<file path="config.mk">
export PLATFORM = sky130hd
export DESIGN_NAME = rv32_mem_immgen
export DESIGN_NICKNAME = d
export VERILOG_FILES = /design/src/rtl/rv32_mem_immgen.sv
export SDC_FILE = /design/constraint.sdc
export NUM_CORES = 2
export LEC_CHECK = 0
export BUFFER_PORTS_ARGS = -buffer_cell sky130_fd_sc_hd__buf_2
export CORE_MARGIN = 4
export CORE_UTILIZATION = 40
export DETAILED_ROUTE_END_ITERATION = 12
export SLEW_MARGIN = 25
export SYNTH_ARGS = -nofsm -noshare
export SYNTH_HDL_FRONTEND = slang
export SYNTH_SLANG_ARGS = --single-unit
</file>
<file path="constraint.sdc">
create_clock -name clk -period 2.9 [get_ports clk]
set_clock_uncertainty 0.15 [all_clocks]
set_input_delay 0.29 -clock clk [delete_from_list [all_inputs] [get_ports clk]]
set_output_delay 0.29 -clock clk [all_outputs]
set_load 0.01 [all_outputs]
</file>
<file path="src/rtl/rv32_mem_immgen.sv">
// Single-cycle RV32I memory/immediate block: instruction ROM, word-addressed data RAM
// and the immediate generator, all with combinational read paths.
module rv32_mem_immgen #(
    parameter int ADDR_W = 6
) (
    input  logic              clk,
    input  logic              rst,
    input  logic [ADDR_W-1:0] imem_addr,
    output logic [31:0]       imem_data,
    input  logic              dmem_read,
    input  logic              dmem_write,
    input  logic [ADDR_W-1:0] dmem_addr,
    input  logic [31:0]       dmem_wdata,
    output logic [31:0]       dmem_rdata,
    input  logic [31:0]       imm_inst,
    output logic [31:0]       imm_out
);

    localparam int DEPTH = 1 << ADDR_W;

    typedef enum logic [4:0] {
        OPC_LOAD   = 5'b00000,
        OPC_OP_IMM = 5'b00100,
        OPC_AUIPC  = 5'b00101,
        OPC_STORE  = 5'b01000,
        OPC_LUI    = 5'b01101,
        OPC_BRANCH = 5'b11000,
        OPC_JALR   = 5'b11001,
        OPC_JAL    = 5'b11011
    } opc_e;

    logic [31:0] ram [DEPTH];

    // Fixed program: two loads, an add, and a store of the sum; the rest are NOPs.
    always_comb begin
        imem_data = 32'h0000_0033;
        case (imem_addr)
            ADDR_W'(0): imem_data = 32'h0000_2083;
            ADDR_W'(1): imem_data = 32'h0040_2103;
            ADDR_W'(2): imem_data = 32'h0020_81B3;
            ADDR_W'(3): imem_data = 32'h0030_2423;
            default:    imem_data = 32'h0000_0033;
        endcase
    end

    always_ff @(posedge clk or negedge rst) begin
        if (!rst) begin
            for (int i = 0; i < DEPTH; i++) begin
                ram[i] <= 32'd0;
            end
            ram[0] <= 32'd17;
            ram[1] <= 32'd9;
        end else if (dmem_write) begin
            ram[dmem_addr] <= dmem_wdata;
        end
    end

    assign dmem_rdata = dmem_read ? ram[dmem_addr] : 32'h0;

    // Branch and jump offsets stay in halfword units; the core adds the implicit zero LSB.
    always_comb begin
        imm_out = 32'h0;
        case (opc_e'(imm_inst[6:2]))
            OPC_LOAD, OPC_OP_IMM, OPC_JALR:
                imm_out = {{20{imm_inst[31]}}, imm_inst[31:20]};
            OPC_STORE:
                imm_out = {{20{imm_inst[31]}}, imm_inst[31:25], imm_inst[11:7]};
            OPC_BRANCH:
                imm_out = {{20{imm_inst[31]}}, imm_inst[31], imm_inst[7],
                           imm_inst[30:25], imm_inst[11:8]};
            OPC_JAL:
                imm_out = {{12{imm_inst[31]}}, imm_inst[31], imm_inst[19:12],
                           imm_inst[20], imm_inst[30:21]};
            OPC_LUI, OPC_AUIPC:
                imm_out = {imm_inst[31:12], 12'h000};
            default:
                imm_out = 32'h0;
        endcase
    end

endmodule

</file>
# Word level (Yosys, flattened, before mapping)
# Cells that the tools add are included.
[classes]
order_cmp = 2
n_eq_ne = 10
n_mux = 9
n_bitwise = 1
n_reduce_logical = 5
[ops]
columns = ["operator", "n"]
rows = [
  ["$bwmux 2048", 1],
  ["$bmux 32 s6", 1],
  ["$demux 32 s6", 1],
  ["$pmux 32 s5", 1],
  ["$mux 32", 4],
  ["$pmux 23 s4", 1],
  ["$eq 5x5->1 const B", 3],
  ["$eq 6x2->1 const B", 2],
  ["$eq 5x3->1 const B", 2],
  ["$eq 5x4->1 const B", 2],
  ["$ge 7x7->1 const B", 1],
  ["$lt 7x1->1 const B", 1],
  ["$not 6->7", 1],
  ["$eq 6x1->1 const B", 1],
  ["$logic_not 6->1", 1],
  ["$logic_not 5->1", 1],
  ["$reduce_or 3->1", 1],
  ["$reduce_or 2->1", 1],
  ["$logic_and 1x1->1", 1],
]
[totals]
regBits = 2048
inputBits = 80
elab_cells = 91

# Longest topological paths before layout
[depth]
ltp_word = 6
depth_mapped = 8
mapped_depth_nobuf = 4

# Least setup slack after synthesis
# No wires, ideal clock.
[synth_path]
path_type = "input -> output"
from = "in dmem_addr[0]"
to = "out dmem_rdata[0]"
t_arrival_ns = 1.945
setup_slack_ns = 0.515
cell_stages = 7
path_cell_list = "buf_2 clkbuf_1 buf_2 mux4_2 a22oi_1 nand4_1 o21a_1"
[synth_via]
elab_chain_cells = 5
[synth_rtl]
columns = ["element", "line_no", "rtl"]
rows = [
  ["start, declared", "12", "input logic [ADDR_W-1:0] dmem_addr,"],
  ["$not 6->7 (implied by the code)", "58", "assign dmem_rdata = dmem_read ? ram[dmem_addr] : 32'h0;"],
  ["$bmux 32 s6", "58", ""],
  ["$mux 32 (implied by the code) (2 in a row)", "58", ""],
  ["$mux 32", "58", ""],
  ["end, declared", "14", "output logic [31:0] dmem_rdata,"],
]
# No other way between the ends. The select of a mux whose other input is x is not followed.

# Worst setup path after layout
[layout_path]
from = "reg ram[517] in the netlist's numbering"
to = "out dmem_rdata[5]"
[layout_via]
elab_chain_cells = 4
[layout_rtl]
columns = ["element", "line_no", "rtl"]
rows = [
  ["start, declared", "32", "logic [31:0] ram [DEPTH];"],
  ["start signal, assigned by index", "54", "ram[dmem_addr] <= dmem_wdata;"],
  ["$bmux 32 s6", "58", ""],
  ["$mux 32 (implied by the code) (2 in a row)", "58", ""],
  ["$mux 32", "58", ""],
]
# No other way between the ends. The select of a mux whose other input is x is not followed.

==> results.toml <==
[setup_path]
required_ps = 2460
rrSetupSlack_ps = 1860
cpPeakStageDelay_ps = 480
start_kind = "register"
crit_start = "ram[517]"
crit_arrival_ps = 3050
crit_chain = "mux4_2 -> a22oi_2 -> nand4_1 -> buf_4 -> o21a_4 -> buf_6"
rr_worst_depth = 2
cp.buffers_inverters = 2
critPathKind = "reg -> out"
worst_setup_path_end_kind = "primary output"
cp_max_fo = 2
timing.rr.start = "ram[535]"
slowest_stage = "mux4_2"
reg2reg_to = "ram[535]"
cp_top_family = "multiplexers"

[routing]
via_count = 54100
drc_errors = 0
drtAntennaViolNets = 0
wirelength_mm = 265
initialDrtViolationCount = 3939
dr.pass1.iters = 5
avgViaCountPerCell = 5.81
routedWlPerCell_um = 28.5

[power]
p_per_area_nw_per_um2 = 651
sw_frac_of_total_pct = 24.2
pwr-share-seq_pct = 48.0
p_leak_nw = 49.9
power_switching_mw = 17.2
p_int_mw = 54.0
power_frac_clock_pct = 39.2
ir_drop_v = 0.000551
p_comb_share_pct = 12.8
power_mw = 71.3

[clocking]
clk_path_buf_depth = 3
clk_latency_ps = 850
cts-root-buf = "clkbuf_16"
cts_made_buffers = 211
cts_tree = "done"
clk_pin_slew_ps = 60
htreeDepth = 4
cts_sinks = 2048

[global_routing]
grt_pass1_wl_mm = 395
overflow = 0
grt_use_total_pct = 22.3
antenna_found_initial = 10
grt_pass1_vias = 57700
grt_start_max_net_pins = 105

[timing]
drv_slew = 0
hold_viol = 0
fin_ws_ps = -588
fin_crit_sh_pct = 120
worst_slew_pin_slew_ps = 1070
fmax_mhz = 287
period_needed_ps = 3490
rsz0062_at_grt = "true"
setup-violations-final = 32
max-slew-margin-rel_pct = 28.8

[die]
io_pins = 176
fp-row-count = 176
start_util_pct = 40.2
die_w_um = 489
fp.coreArea_um2 = 230000
die_h_um = 489
die_area_um2 = 239000

[yosys]
dominantRegCellSynth = "dfrtp_1"
synth_edf_count = 0
async_flop_share_pct = 100
synth_top_area_share_pct = 55.3
ys_warn_count = 0
synth_commonest_cells = "dfrtp_1 (2044), mux2_2 (2001), mux4_2 (512)"
synth_area_um2 = 92400
yosys.cell_types.count = 52
synth.avg_cell_area_um2 = 16.0
ys_ff_latch = 2048
synthTopCellsByArea = "dfrtp_1 (55%), mux2_2 (24%), mux4_2 (12%)"
yosysTopAreaCell = "dfrtp_1"
yosysSeqAreaShare_pct = 55.4
netlist_instances = 5788
synth.most_common_cell = "dfrtp_1"

[placement]
dp_cells = 8880
dp_hpwl_mm = 163
gp_congestion = 0.778
io_buffers = 151

[finish]
seq_area_um2 = 51300
final_cells = 9313
fillers = 19700
num-nets-final = 6179
area_growth_pct = 18.5
fin_util_pct = 47.6
regMostFlops = "ram"
multi_input_area_um2 = 39400
drive_above_1_share_pct = 59.4
reg_top3 = "ram x2048"
largest_register_ffs = 2048

[hold_path]
hold_class = "in -> reg"
hold_depth = 3
hold_path_end = "ram[238]"
hold_start = "dmem_wdata[14]"

[run_status]
status = "finished with violations"
violations = "setup timing"

[job]
maxCapViolCount = 0
## how the worst max path moves through the flow
stage	endpoint	cells after the start
after floorplan	dmem_rdata[0]	7
after global placement	dmem_rdata[5]	10
after detailed placement	dmem_rdata[5]	10
after CTS	dmem_rdata[5]	6
after global routing	dmem_rdata[5]	6
final	dmem_rdata[5]	6
## cells by family (layout without fill, tap and decap cells)
family                 after synthesis  after routing  share of synthesized area (%)
and+or+nand+nor                    226            226                           1.35
muxes                             2564           2564                           37.5
buffers and inverters              637           1111                           3.15
AOI/OAI and AO/OA                  311            311                           2.57
other                                2             27                        0.00812
DFF                               2048           2048                           55.4
## tightest hold or removal path, stage by stage
cell    delay [ps]
buf_2          100
buf_4          310
mux2_2         350
## stage by stage
stage / area, um^2 / TNS, ps / hold WS (ps) / setup slack, ps
floorplan: 92500 / 0 / -156 / 515
global placement: 101000 / -2270 / 148 / -484
detailed placement: 101000 / -2240 / 148 / -498
CTS: 109000 / -8260 / 19.1 / -637
global route: 110000 / -8680 / 62.6 / -558
finish: 110000 / -5690 / 92.0 / -588
## routing by layer
metal  up-vias  GRT usage, %  wire length, um
li1      22300             -                -
met1     30000          31.4           118000
met2      1341          35.8           127000
met3       388          3.32            12500
met4         4          6.81             8070
met5         -             0               31
## power by group through the flow
| stage | sequential, mW | clock (mW) | combinational [mW] |
|---|---|---|---|
| after floorplan | 34.0 | 0 | 6.36 |
| after global placement | 34.4 | 0 | 8.68 |
| after detailed placement | 34.7 | 0 | 8.96 |
| after CTS | 34.1 | 28.6 | 9.19 |
| after global routing | 34.6 | 29.8 | 9.88 |
| final | 34.2 | 28.0 | 9.11 |
## layout by cell type (no fill, tap or decap), types with 4 or more instances in the layout
cell type and n:
buf_6 37, o21a_1 19, mux2_2 2001, mux2i_1 4
inv_16 4, inv_1 6, clkbuf_8 63, dlygate4sd3_1 28
nand2_2 20, nand2_1 29, a22o_1 5, clkinv_2 29
nor2_1 11, nor2_4 44, bufinv_16 11, nand3b_1 6
buf_4 305, mux4_2 512, diode_2 5, buf_2 128
a22oi_1 157, mux2_1 47, a221o_1 13, conb_1 22
clkbuf_16 214, o21a_4 12, dfstp_2 4, nor4b_2 4
buf_12 209, clkinv_8 5, nor4bb_4 5, dfrtp_1 2044
nand3_1 7, clkbuf_1 62, and4b_2 4, nand4_1 64
a22oi_2 94
## area by class of cell
type,instances,share of cell area [%]
Clock inverter,57,0.681
Inverter,6,0.0206
Timing Repair Buffer,709,7.16
Clock buffer,339,5.89
Sequential cell,2048,46.8
Tap cell,3026,3.46
Antenna cell,5,0.0114
Multi-Input combinational cell,3123,36.0
## timing repair
item | CTS | global route
setup endpoints to repair | 32 | 32
gates resized for setup | 130 | 24
buffers inserted | 5 | 0
pin swaps | 89 | 29
hold buffers | 22 | 6
hold endpoints to repair | 2095 | 242
(Power assumes the default switching activity.)
